===== config.mk =====
export PLATFORM = sky130hd
export DESIGN_NAME = cam_ctrl
export DESIGN_NICKNAME = d
export VERILOG_FILES = /design/src/rtl/cam_ctrl_pkg.sv /design/src/rtl/cam_ctrl_free_enc.sv /design/src/rtl/cam_ctrl.sv
export SDC_FILE = /design/constraint.sdc
export NUM_CORES = 1
export LEC_CHECK = 0
export BUFFER_PORTS_ARGS = -buffer_cell sky130_fd_sc_hd__buf_2
export CORE_ASPECT_RATIO = 1.1
export CORE_MARGIN = 2
export CORE_UTILIZATION = 55
export CTS_CLUSTER_SIZE = 28
export DETAILED_ROUTE_END_ITERATION = 8
export GPL_TIMING_DRIVEN = 0
export PLACE_DENSITY = 0.86
export SLEW_MARGIN = 30
export SYNTH_ARGS = -nofsm -noshare
export SYNTH_HDL_FRONTEND = slang
export SYNTH_SLANG_ARGS = --single-unit
export TNS_END_PERCENT = 10

===== constraint.sdc =====
create_clock -name clk -period 3.1 [get_ports clk]
set_clock_uncertainty 0.1 [all_clocks]
set_input_delay 0.31 -clock clk [delete_from_list [all_inputs] [get_ports clk]]
set_output_delay 0.31 -clock clk [all_outputs]
set_load 0.02 [all_outputs]

===== src/rtl/cam_ctrl_pkg.sv =====
// Shared types for the CAM request controller.
// CAM_CTRL_FLUSH_EN adds the FLUSH state to the state enum.
package cam_ctrl_pkg;

    typedef enum logic [1:0] {
        OP_LOOKUP = 2'd0,
        OP_INSERT = 2'd1,
        OP_DELETE = 2'd2,
        OP_RSVD   = 2'd3
    } op_e;

    typedef enum logic [1:0] {
        ST_OK   = 2'd0,
        ST_MISS = 2'd1,
        ST_DUP  = 2'd2,
        ST_FULL = 2'd3
    } status_e;

`ifdef CAM_CTRL_FLUSH_EN
    typedef enum logic [2:0] {
        S_IDLE   = 3'd0,
        S_SEARCH = 3'd1,
        S_WRITE  = 3'd2,
        S_RESP   = 3'd3,
        S_FLUSH  = 3'd4
    } state_e;
`else
    typedef enum logic [1:0] {
        S_IDLE   = 2'd0,
        S_SEARCH = 2'd1,
        S_WRITE  = 2'd2,
        S_RESP   = 2'd3
    } state_e;
`endif

endpackage


===== src/rtl/cam_ctrl_free_enc.sv =====
// Lowest-set-bit priority encoder over the free-entry bitmap.
module free_enc #(
    parameter int DEPTH = 64,
    parameter int ADDR  = $clog2(DEPTH)
) (
    input  logic [DEPTH-1:0] free_map,
    output logic [ADDR-1:0]  idx,
    output logic             any_free
);

    // Scan from the top down so the lowest set bit is the last one written.
    always_comb begin
        idx      = '0;
        any_free = |free_map;
        for (int unsigned i = DEPTH; i > 0; i--) begin
            if (free_map[i-1]) idx = ADDR'(i - 1);
        end
    end

endmodule


===== src/rtl/cam_ctrl.sv =====
// Request-side controller for one write port and one read port of the CAM.
// Optional CAM_CTRL_FLUSH_EN adds a flush input that invalidates every entry.
module cam_ctrl
    import cam_ctrl_pkg::*;
#(
    parameter int KEY   = 16,
    parameter int DEPTH = 64,
    parameter int ADDR  = $clog2(DEPTH)
) (
    input  logic            clk,
    input  logic            reset_n,
`ifdef CAM_CTRL_FLUSH_EN
    input  logic            flush,
`endif
    input  logic            req_valid,
    output logic            req_ready,
    input  op_e             req_op,
    input  logic [KEY-1:0]  req_key,
    output logic            rsp_valid,
    input  logic            rsp_ready,
    output status_e         rsp_status,
    output logic [ADDR-1:0] rsp_addr,
    output logic [ADDR:0]   occupancy,
    output logic            full,
    output logic            empty,
    output logic            cam_we,
    output logic [KEY:0]    cam_wm,
    output logic [KEY:0]    cam_wd,
    output logic [ADDR-1:0] cam_waddr,
    output logic            cam_re,
    output logic [KEY:0]    cam_rm,
    output logic [KEY:0]    cam_rd,
    input  logic            cam_match,
    input  logic [ADDR-1:0] cam_raddr
);

    localparam logic [ADDR:0] OCC_MAX = (ADDR + 1)'(DEPTH);

    state_e           state_q, state_d;
    op_e              op_q, op_d;
    logic [KEY-1:0]   key_q, key_d;
    logic [ADDR-1:0]  addr_q, addr_d;
    status_e          status_q, status_d;
    logic             rsp_valid_q, rsp_valid_d;
    logic [DEPTH-1:0] free_q, free_d;
    logic [ADDR:0]    occ_q, occ_d;
    logic             req_ready_c;
    logic [ADDR-1:0]  free_idx;
    logic             any_free;
`ifdef CAM_CTRL_FLUSH_EN
    localparam logic [ADDR-1:0] FLUSH_LAST = ADDR'(DEPTH - 1);
    logic [ADDR-1:0]  flush_cnt_q, flush_cnt_d;
`endif

    free_enc #(
        .DEPTH(DEPTH),
        .ADDR (ADDR)
    ) u_free_enc (
        .free_map(free_q),
        .idx     (free_idx),
        .any_free(any_free)
    );

    always_comb begin
        state_d     = state_q;
        op_d        = op_q;
        key_d       = key_q;
        addr_d      = addr_q;
        status_d    = status_q;
        rsp_valid_d = rsp_valid_q;
        free_d      = free_q;
        occ_d       = occ_q;
        req_ready_c = 1'b0;
        cam_re      = 1'b0;
        cam_rm      = '0;
        cam_rd      = '0;
        cam_we      = 1'b0;
        cam_wm      = '0;
        cam_wd      = '0;
        cam_waddr   = '0;
`ifdef CAM_CTRL_FLUSH_EN
        flush_cnt_d = flush_cnt_q;
`endif

        unique case (state_q)
            S_IDLE: begin
`ifdef CAM_CTRL_FLUSH_EN
                if (flush) begin
                    state_d     = S_FLUSH;
                    flush_cnt_d = '0;
                end else begin
                    req_ready_c = 1'b1;
                    if (req_valid) begin
                        op_d    = req_op;
                        key_d   = req_key;
                        state_d = S_SEARCH;
                    end
                end
`else
                req_ready_c = 1'b1;
                if (req_valid) begin
                    op_d    = req_op;
                    key_d   = req_key;
                    state_d = S_SEARCH;
                end
`endif
            end

            S_SEARCH: begin
                cam_re      = (op_q != OP_RSVD);
                cam_rd      = (op_q != OP_RSVD) ? {1'b1, key_q} : '0;
                state_d     = S_RESP;
                rsp_valid_d = 1'b1;
                status_d    = ST_MISS;
                addr_d      = '0;
                // addr_q carries the write target into WRITE for successful ops.
                case (op_q)
                    OP_LOOKUP: begin
                        if (cam_match) begin
                            status_d = ST_OK;
                            addr_d   = cam_raddr;
                        end
                    end
                    OP_INSERT: begin
                        if (cam_match) begin
                            status_d = ST_DUP;
                            addr_d   = cam_raddr;
                        end else if (!any_free) begin
                            status_d = ST_FULL;
                        end else begin
                            state_d     = S_WRITE;
                            rsp_valid_d = 1'b0;
                            addr_d      = free_idx;
                        end
                    end
                    OP_DELETE: begin
                        if (cam_match) begin
                            state_d     = S_WRITE;
                            rsp_valid_d = 1'b0;
                            addr_d      = cam_raddr;
                        end
                    end
                    default: ;
                endcase
            end

            S_WRITE: begin
                cam_we      = 1'b1;
                cam_waddr   = addr_q;
                cam_wd      = {op_q == OP_INSERT, key_q};
                status_d    = ST_OK;
                rsp_valid_d = 1'b1;
                state_d     = S_RESP;
                if (op_q == OP_INSERT) begin
                    free_d[addr_q] = 1'b0;
                    occ_d          = occ_q + 1'b1;
                end else begin
                    free_d[addr_q] = 1'b1;
                    occ_d          = occ_q - 1'b1;
                end
            end

            S_RESP: begin
                if (rsp_ready) begin
                    rsp_valid_d = 1'b0;
                    state_d     = S_IDLE;
                end
            end

`ifdef CAM_CTRL_FLUSH_EN
            S_FLUSH: begin
                cam_we      = 1'b1;
                cam_waddr   = flush_cnt_q;
                flush_cnt_d = flush_cnt_q + 1'b1;
                if (flush_cnt_q == FLUSH_LAST) begin
                    free_d  = '1;
                    occ_d   = '0;
                    state_d = S_IDLE;
                end
            end
`endif

            default: state_d = S_IDLE;
        endcase
    end

    always_ff @(posedge clk) begin
        if (!reset_n) begin
            state_q     <= S_IDLE;
            op_q        <= OP_LOOKUP;
            key_q       <= '0;
            addr_q      <= '0;
            status_q    <= ST_OK;
            rsp_valid_q <= 1'b0;
            free_q      <= '1;
            occ_q       <= '0;
`ifdef CAM_CTRL_FLUSH_EN
            flush_cnt_q <= '0;
`endif
        end else begin
            state_q     <= state_d;
            op_q        <= op_d;
            key_q       <= key_d;
            addr_q      <= addr_d;
            status_q    <= status_d;
            rsp_valid_q <= rsp_valid_d;
            free_q      <= free_d;
            occ_q       <= occ_d;
`ifdef CAM_CTRL_FLUSH_EN
            flush_cnt_q <= flush_cnt_d;
`endif
        end
    end

    // Hold req_ready low while reset is asserted, not just once state settles.
    assign req_ready  = req_ready_c & reset_n;
    assign rsp_valid  = rsp_valid_q;
    assign rsp_status = rsp_valid_q ? status_q : ST_OK;
    assign rsp_addr   = rsp_valid_q ? addr_q : '0;
    assign occupancy  = occ_q;
    assign full       = (occ_q == OCC_MAX);
    assign empty      = (occ_q == '0);

endmodule


After elaboration in Yosys (flattened, before gate mapping)
Cells that the tools add are included.
{ "totals": {"output_inout_bits": 95, "register_bits": 100, "input_bits": 29} }
{ "op_classes": {"n_eq_ne": 9, "magnitude_cmp": 2, "addsub": 2, "n_reduce_logical": 11, "bitwise": 4, "muxes": 99} }
{ "op_table": {"columns": ["cell", "n"], "rows": [
  ["$mux W6", 69],
  ["$and A64 B64 Y64", 1],
  ["$mux W64", 1],
  ["$not A64 Y64", 1],
  ["$or A64 B64 Y64", 1],
  ["$reduce_or A64 Y1", 1],
  ["$mux W17", 3],
  ["$mux W1", 12],
  ["$pmux W6 S2", 1],
  ["$mux W2", 5],
  ["$pmux W2 S2", 2],
  ["$pmux W2 S4", 1],
  ["$add A7 B1 Y7 const B", 1],
  ["$eq A7 B7 Y1 const B", 1],
  ["$logic_not A7 Y1", 1],
  ["$lt A6 B7 Y1 const B", 1],
  ["$mux W7", 1],
  ["$sub A7 B1 Y7 const B", 1],
  ["$demux W1 S6", 1],
  ["$eq A2 B2 Y1 const B", 3],
  ["$ge A6 B1 Y1 const B", 1],
  ["$ne A2 B2 Y1 const B", 3],
  ["$reduce_and A2 Y1", 3],
  ["$eq A2 B1 Y1 const B", 2],
  ["8 further kinds", 10]
]} }

Logic depth before layout (Yosys ltp)
Gate-level depths: netlist of run 1.
{ "depth": {"depth_word": 67, "ltp_mapped": 11, "mapped_depth_nobuf": 10} }

Modules after synthesis
A second synthesis of run 1 with hierarchy kept.
{ "unflattened": {"hier_cells": 782, "area_unflattened_um2": 5974.5} }
{ "modules_own_cells": {"columns": ["mod", "cells_per_inst", "instances", "area_each_um2", "seq_area_each_um2"], "rows": [
  ["cam_ctrl", 637, 1, 5087.4, 2001.9],
  ["free_enc", 145, 1, 887.1, 0.0]
]} }

Least setup slack after synthesis of run 1
No wires, ideal clock.
{ "synth_timing": {"path_type": "reg-to-reg", "start": "register op_q[1]", "end": "register occ_q[6] (netlist: occupancy[6])", "n_path_buf": 1, "period_less_slack_ns": 2.298, "setup_ns": 0.115, "stages_incl_launch_ff": 12, "setup_slack_ns": 0.802, "arrival_time_ns": 2.083, "path_cell_list": "dfxtp_1 -> inv_1 -> ha_1 -> buf_2 -> inv_1 -> fa_1 -> a21o_1 -> a21oi_1 -> nand4b_1 -> nand3_1 -> xnor2_1 -> and2_1"} }
{ "synth_via": {"elab_chain_len": 2} }
{ "synth_rtl": {"columns": ["item", "line_no", "rtl"], "rows": [
  ["start: declaration", "cam_ctrl.sv:40", "op_e op_q, op_d;"],
  ["start signal: assignment", "cam_ctrl.sv:202", "op_q <= op_d;"],
  ["$eq A2 B1 Y1", "cam_ctrl.sv:154", "if (op_q == OP_INSERT) begin"],
  ["$mux W7", "cam_ctrl.sv:154", null],
  ["end signal: assignment", "cam_ctrl.sv:196", "occ_q <= '0;"],
  ["end signal: assignment", "cam_ctrl.sv:208", "occ_q <= occ_d;"],
  ["end: declaration", "cam_ctrl.sv:46", "logic [ADDR:0] occ_q, occ_d;"]
]} }
Every way passes these cells.
A chain may end at the register's enable or synchronous reset.

Final worst setup path of run 1
{ "layout_timing": {"start": "register state_q[0]", "end": "output port cam_wd[1]"} }
{ "layout_via": {"elab_chain_len": 2} }
{ "layout_rtl": {"columns": ["item", "line_no", "rtl"], "rows": [
  ["start: declaration", "cam_ctrl.sv:39", "state_e state_q, state_d;"],
  ["start signal: assignment", "cam_ctrl.sv:201", "state_q <= state_d;"],
  ["$eq A2 B2 Y1", "cam_ctrl.sv:85", "unique case (state_q)"],
  ["$mux W17", "cam_ctrl.sv:85", null],
  ["end: declaration", "cam_ctrl.sv:28", "output logic [KEY:0] cam_wd,"]
]} }
Every way passes these cells.

==> results of run 1 <==
[report_power, final]
part | switching [uW] | total, uW | internal, uW
sequential | 118 | 1520 | 1400
combinational | 866 | 1370 | 507
clock | 528 | 1090 | 558
[logic make-up (layout without fill, tap and decap cells)]
group,after synthesis,count (layout),share of synthesized area [%]
and+or+nand+nor,354,354,31.59
AOI/OAI and AO/OA,172,172,20.80
DFF,100,100,34.38
buffers and inverters,94,200,8.380
adders and majority gates,15,15,3.352
xor gates and xnor gates,5,5,0.7520
muxes,4,4,0.6876
other,1,34,0.06440
[final cells by class]
| type | instances | area (sq um) | area share [%] |
|---|---|---|---|
| plain buffers | 70 | 399.1 | 5.802 |
| clock buffers | 9 | 225.2 | 3.274 |
| clock inverters | 7 | 56.30 | 0.8185 |
| inverters | 24 | 90.09 | 1.310 |
| multi-input cells | 584 | 3475 | 50.51 |
| flip-flops and latches | 100 | 2002 | 29.10 |
| well taps | 143 | 178.9 | 2.601 |
| repair buffers | 90 | 452.9 | 6.584 |
[layer usage]
layer | GRT usage, % | share of wire [%] | vias up
met5 | 0 | 0 | -
li1 | - | - | 2819
met2 | 45.09 | 47 | 299
met3 | 4.645 | 9.6 | 49
met4 | 11.38 | 3.2 | 0
met1 | 38.17 | 41 | 2654
[layout by cell type, fill, tap and decap left out, types with 21 or more instances in the layout]
cell type,instances
sky130_fd_sc_hd__clkbuf_1,29
sky130_fd_sc_hd__nor2_1,31
sky130_fd_sc_hd__o211ai_1,67
sky130_fd_sc_hd__buf_4,36
sky130_fd_sc_hd__a21boi_0,21
sky130_fd_sc_hd__dfxtp_1,100
sky130_fd_sc_hd__and2_1,50
sky130_fd_sc_hd__nand2_1,182
sky130_fd_sc_hd__inv_1,24
sky130_fd_sc_hd__buf_2,92
sky130_fd_sc_hd__conb_1,34
sky130_fd_sc_hd__o21ai_0,22
[worst paths after layout]
| check | endpoint | cells after the start |
|---|---|---|
| setup / recovery | cam_wd[1] | 7 |
| hold / removal | key_q[15] | 3 |
| setup reg to reg | occupancy[6] | 11 |
| hold reg to reg | key_q[7] | 2 |
[Yosys cell counts, types with 3 or more instances]
cell,number
sky130_fd_sc_hd__dfxtp_1,100
sky130_fd_sc_hd__nand2_1,182
sky130_fd_sc_hd__nand4_2,3
sky130_fd_sc_hd__a211oi_1,3
sky130_fd_sc_hd__nand3_1,7
sky130_fd_sc_hd__clkbuf_1,30
sky130_fd_sc_hd__nand4_1,3
sky130_fd_sc_hd__buf_2,3
sky130_fd_sc_hd__xnor2_1,4
sky130_fd_sc_hd__inv_1,24
sky130_fd_sc_hd__nor2b_1,11
sky130_fd_sc_hd__nor2_1,32
sky130_fd_sc_hd__nor3_1,13
sky130_fd_sc_hd__a21oi_1,17
sky130_fd_sc_hd__nor4_2,11
sky130_fd_sc_hd__o21ai_0,22
sky130_fd_sc_hd__ha_1,14
sky130_fd_sc_hd__or4_1,3
sky130_fd_sc_hd__nor3b_1,5
sky130_fd_sc_hd__a22o_1,4
sky130_fd_sc_hd__o31ai_1,7
sky130_fd_sc_hd__nor4_1,12
sky130_fd_sc_hd__buf_4,35
sky130_fd_sc_hd__and3_1,3
sky130_fd_sc_hd__a31oi_1,9
sky130_fd_sc_hd__nand2b_1,5
sky130_fd_sc_hd__mux2i_1,4
sky130_fd_sc_hd__and2_1,50
sky130_fd_sc_hd__a21o_1,3
sky130_fd_sc_hd__o211ai_1,67
sky130_fd_sc_hd__a21boi_0,21
[worst register-to-register path, delay by kind of cell, from the launching register on]
kind | cells | cell delay (ps)
fa+ha+maj | 2 | 610
flops | 1 | 340
simple gates | 3 | 400
buf+inv | 3 | 490
compound gates | 2 | 430
xor+xnor | 1 | 140
[timing repair]
action                     CTS  global route
hold buffers                 0             0
resized for setup            0             2
setup buffers                0             0
setup endpoints to repair    0             2
[through the flow]
step / std cells / setup WS [ps]
floorplan: 778 / 802.0
global placement: 1010 / 386.6
detailed placement: 1011 / 519.4
CTS: 1027 / 196.6
global route: 1027 / 90.50
finish: 1027 / 225.4
==> metrics.md, run 1 <==
| Metric | Value |
|---|---|
| Clock latency on the worst-skew pair | `350 ps` |
| Pin count of the biggest net entering global routing | `19` |
| Length of the first detailed-routing pass in iterations | `5` |
| Tightest Pin Transition | `1019 ps` |
| Synthesized area per cell | `7.816 sq um` |
| Setup TNS | `0 ps` |
| Clock tree sinks | `100` |
| Number of DRC violations after detailed-routing iteration 0 | `453` |
| Final routed DRC violation total | `0` |
| Post-route design area | `6879 sq um` |
| Kind of cell adding the most delay to the critical path | `buffers and inverters` |
| Minimum setup slack among reg-to-reg paths | `500 ps` |
| I/O Pins | `124` |
| Final number of setup-violating endpoints | `0` |
| Biggest fanout along the worst timing path | `10` |
| Yosys top cell area share | `34.38%` |
| Total of warnings raised by yosys | `0` |
| Crit end category | `primary output` |
| Number of vias per cell | `5.668` |
| Result of the run | `complete, no violations` |
| P per Cell Area | `577.9 nW/um^2` |
| Most used flip-flop cell after synthesis | `sky130_fd_sc_hd__dfxtp_1` |
| Crit path max-delay cell type | `sky130_fd_sc_hd__buf_1` |
| Count of H-tree levels built during CTS | `3` |
| Number of antenna violations at the first check in global routing | `0` |
| Hold WS | `100.4 ps` |
| Antenna Diode Count | `0` |
| Launch instance of the worst min-delay path | `req_key[15]` |
| DP HPWL | `11370 um` |
| Worst reg2reg path startpoint | `op_q[1]` |
| DP Area | `6589 sq um` |
| Routed vias | `5821` |
| Top area cells in the synthesized netlist | `sky130_fd_sc_hd__dfxtp_1 34%, sky130_fd_sc_hd__nand2_1 12%, sky130_fd_sc_hd__o211ai_1 8.6%, sky130_fd_sc_hd__and2_1 5.4%, sky130_fd_sc_hd__buf_4 4.5%` |
| Core outline area | `10340 sq um` |
| Async set or reset register ratio after synthesis | `0%` |
| Number of buffers added by the clock tree synthesis step | `9` |
| Crit path launch | `state_q[0]` |
| Mapped cell area | `5823 sq um` |
| Fraction of final layout cells sized beyond drive strength 1 | `19.80%` |
| Worst path required time | `2690 ps` |
| Site row count | `39` |
| Horizontal extent of the die | `102.1 um` |
| Filler cells | `889` |
| Number of distinct library cell variants in the gate-level netlist after synthesis | `62` |
| Count of antenna-violating nets left after detailed routing | `0` |
| Clock period minus final worst setup slack | `2875 ps` |
| First-pass GRT wire length | `26230 um` |
| Data arrival, critical path | `2460 ps` |
| # nets final | `923` |
| Post-synthesis cell type with the largest combined area | `sky130_fd_sc_hd__dfxtp_1` |
| Clock root buffer | `sky130_fd_sc_hd__clkbuf_16` |
| Average routed wire per standard cell | `15.42 um` |
| Final hold violation count | `0` |
| RSZ-0062 raised after global routing | `false` |
| Maximum ir drop on the vdd rail | `668.4 uV` |
| Worst Setup Start Kind | `flop` |
| Cell Chain, Critical Path | `inv_1 > ha_1 > buf_2 > buf_1 > clkbuf_1 > and2_1 > buf_2` |
| Leak pwr | `0.003246 uW` |
| Port Buffers | `89` |
| Critical path buffer and inverter count | `5` |
| Overall track demand over capacity in global routing | `28.35%` |
| Max Freq | `347.9 MHz` |
| Number of flops mapped to enable cells by yosys | `0` |
| Type of the most critical hold path | `primary input to flop` |
| Maximum number of buffers from clock root to sink | `2` |
| Weighted congestion at the end of routability-driven global placement | `0.8781` |
| Post-route clock period utilization | `92.73%` |
| Die area | `11430 sq um` |
| Total length of routed wires | `15830 um` |
| Synth-to-Final Area Change | `18.13%` |
| Via count of the first global-routing pass | `5405` |
| Fin. max-slew vios | `0` |
| Final Util | `66.50%` |
| Post-Syn Instances | `745` |
| Grt total ovfl | `0` |
| Critical setup path kind | `flop to primary output` |
| Clock transition at the register clock pins on the worst setup and hold paths after CTS | `70 ps` |
| Dominant cell type by count on the critical path | `sky130_fd_sc_hd__buf_2` |
| TritonCTS clock tree | `yes` |
| Die height | `111.9 um` |
| Max incr delay on CP | `450 ps` |
| Flops & latches, synth | `100` |
| Total of max-cap violations | `0` |
| Part of the Yosys area used for sequential elements | `34.38%` |
| Pwr Total | `3975 uW` |
| Initial cell density of the core | `56.29%` |
| Worst slew margin | `31.83%` |
No activity file was read; power rests on OpenSTA's default activity.
==> run 2, diff against run 1 <==
CORE_UTILIZATION = 35   (was 55)
PLACE_DENSITY = 0.61   (was 0.86)
SKIP_LAST_GASP = 1   (was default)
==> run 2 against run 1 <==
Flip-flop and latch count did not move. Core utilization fell by 24 points. Critical path depth rose by 1. Design area rose by 1.6%. Combinational power barely moved. Via count fell by 3.3%. Register-to-register slack barely moved. Routed wire length rose by 5.3%. Critical endpoint is now cam_rd[12].
==> metrics.md, run 2 (synthesized netlist as in run 1, its figures left out) <==
| Metric | Value |
|---|---|
| Number of DRC violations after detailed-routing iteration 0 | `303 (-33%)` |
| Switching Fraction | `38.04% (about the same)` |
| Number of vias per cell | `5.166 (-8.9%)` |
| First-pass GRT wire length | `26660 um (+1.6%)` |
| Overall track demand over capacity in global routing | `18.83% (-9.5 points)` |
| Part of the power in the clock network | `28.0% (+0.7 points)` |
| Crit end category | `primary output` |
| Crit path launch | `state_q[1]` |
| Hold WS | `97.94 ps (-2.414 ps)` |
| Capture point of the worst path | `cam_rd[12]` |
| Routed vias | `5626 (-3.3%)` |
| Pwr Total | `4018 uW (+1.1%)` |
| Minimum setup slack among reg-to-reg paths | `490 ps (about the same)` |
| Commonest cells after routing, fill and taps aside | `182 x sky130_fd_sc_hd__nand2_1, 100 x sky130_fd_sc_hd__dfxtp_1, 92 x sky130_fd_sc_hd__buf_2` |
| Via count of the first global-routing pass | `5077 (-6.1%)` |
| Total of max-cap violations | `0 (unchanged)` |
| Total length of routed wires | `16670 um (+5.3%)` |
| Endpoint of the worst-slack reg-to-reg timing path | `occupancy[6]` |
| Core outline area | `16310 sq um (+58%)` |
| Count of antenna-violating nets left after detailed routing | `0 (unchanged)` |
| Antenna Diode Count | `0 (unchanged)` |
| Internal | `2490 uW (+1.1%)` |
| Maximum ir drop on the vdd rail | `414.2 uV (-38%)` |
| Final routed DRC violation total | `0 (unchanged)` |
| TritonCTS clock tree | `yes` |
| Grt total ovfl | `0 (unchanged)` |
| Final hold violation count | `0 (unchanged)` |
| Post-route clock period utilization | `93.08% (+0.35 points)` |
| Sequential group share of total power | `37.6% (-0.5 points)` |
| Die height | `139.3 um (+24%)` |
| Final number of setup-violating endpoints | `0 (unchanged)` |
| Tightest Pin Transition | `1033 ps (+14.34 ps)` |
| Initial cell density of the core | `35.71% (-21 points)` |
| RSZ-0062 raised after global routing | `true` |
| Clock transition at the register clock pins on the worst setup and hold paths after CTS | `70 ps (about the same)` |
| # nets final | `924 (+0.11%)` |
| Number of antenna violations at the first check in global routing | `0 (unchanged)` |
| P per Cell Area | `575.1 nW/um^2 (-0.48%)` |
| Slack of the critical path | `214.4 ps (-10.98 ps)` |
| Worst path required time | `2690 ps (about the same)` |
| Fraction of final layout cells sized beyond drive strength 1 | `20.11% (+0.32 points)` |
| Critical setup path kind | `flop to primary output` |
| Data arrival, critical path | `2480 ps (+20 ps)` |
| Filler cells | `1716 (+93%)` |
| Count of H-tree levels built during CTS | `3 (unchanged)` |
| DP Worst Slack | `498.0 ps (-21.41 ps)` |
| Biggest fanout along the worst timing path | `11 (+1)` |
| Clock latency on the worst-skew pair | `360 ps (about the same)` |
| Net switching power | `1529 uW (+1.1%)` |
| Horizontal extent of the die | `127.0 um (+24%)` |
| Pin count of the biggest net entering global routing | `19 (unchanged)` |
| Synth-to-Final Area Change | `19.98%` |
| Leak pwr | `0.003259 uW (+0.42%)` |
| Maximum number of buffers from clock root to sink | `2 (unchanged)` |
| Average routed wire per standard cell | `15.31 um (-0.70%)` |
| Weighted congestion at the end of routability-driven global placement | `0.8278 (-5.7%)` |
| Die area | `17690 sq um (+55%)` |
| Setup TNS | `0 ps (unchanged)` |
| Setup bufs post-CTS | `0 (unchanged)` |
| Result of the run | `complete, no violations` |
| Length of the first detailed-routing pass in iterations | `7 (+2)` |
| Clock period minus final worst setup slack | `2886 ps (+10.98 ps)` |
| DP HPWL | `12150 um (+6.9%)` |
| Worst reg2reg path startpoint | `op_q[1]` |
| Type of the most critical hold path | `primary input to flop` |
| Max Freq | `346.5 MHz (-0.38%)` |
| Worst Setup Start Kind | `flop` |
| Fraction of power consumed by combinational cells | `34.4% (-0.2 points)` |
| Number of buffers added by the clock tree synthesis step | `9 (unchanged)` |
| Clock tree sinks | `100 (unchanged)` |
| Clock root buffer | `sky130_fd_sc_hd__clkbuf_16` |
| Worst r2r path cells | `11 (unchanged)` |
| Port Buffers | `89 (unchanged)` |
| Leading cell type in the layout, fill and taps excluded | `sky130_fd_sc_hd__nand2_1` |
| I/O Pins | `124 (unchanged)` |
| Worst slew margin | `30.82% (-1.0 points)` |
| Site row count | `49 (+26%)` |
| Fin. max-slew vios | `0 (unchanged)` |
-- run 2: power by group through the flow --
stage	Sequential (uW)	Clock (uW)	Combinational, uW
floorplan	1560	0	948
global placement	1540	0	1370
detailed placement	1540	0	1390
CTS	1510	1150	1390
global route	1530	1190	1530
finish	1510	1120	1380
-- run 2: critical path, stage by stage (launching register included) --
cell	delay [ps]
sky130_fd_sc_hd__dfxtp_1	360
sky130_fd_sc_hd__inv_1	120
sky130_fd_sc_hd__ha_1	190
sky130_fd_sc_hd__inv_1	140
sky130_fd_sc_hd__nor2_1	230
sky130_fd_sc_hd__clkbuf_1	360
sky130_fd_sc_hd__clkbuf_1	370
sky130_fd_sc_hd__and2_1	190
sky130_fd_sc_hd__buf_2	160
-- run 2: stage by stage --
step	cells	utilization, %	cell area (sq um)
6_report	1089	42.84	6987
5_1_grt	1089	42.84	6987
4_1_cts	1089	42.77	6975
3_5_place_dp	1073	40.97	6681
3_3_place_gp	1071	40.76	6648
2_1_floorplan	778	-	5947
-- run 2: worst min path at each step --
stage	start	end	slack [ps]	cells past startpoint
after floorplan	key_q[10]	key_q[10]	350	2
after global placement	key_q[5]	key_q[5]	360	2
after detailed placement	key_q[14]	key_q[14]	370	2
after CTS	req_key[12]	key_q[12]	90	3
after global routing	req_key[7]	key_q[7]	90	3
final	req_key[12]	key_q[12]	100	3
-- run 2: final cells by class --
type / instances / area (sq um) / area share (%)
well taps: 204 / 255.2 / 3.653
inverters: 24 / 90.09 / 1.289
flip-flops and latches: 100 / 2002 / 28.65
plain buffers: 70 / 399.1 / 5.713
clock buffers: 10 / 239.0 / 3.420
multi-input cells: 584 / 3482 / 49.84
clock inverters: 6 / 55.05 / 0.7880
repair buffers: 91 / 464.2 / 6.644
-- run 2: timing repair --
| item | 4_1_cts | 5_1_grt |
|---|---|---|
| hold endpoints to repair | 0 | 0 |
| setup endpoints to repair | 0 | 13 |
| hold buffers | 0 | 0 |
| resized for setup | 0 | 2 |
-- run 2: per-layer routing --
| metal | GRT usage, % | wire [um] | part of all wire [%] | vias to the layer above |
|---|---|---|---|---|
| li1 | - | - | - | 2831 |
| met1 | 25.81 | 7770 | 47 | 2594 |
| met5 | 0 | 0 | 0 | - |
| met4 | 6.651 | 416 | 2.5 | 0 |
| met2 | 30.02 | 7665 | 46 | 170 |
| met3 | 3.076 | 818 | 4.9 | 31 |
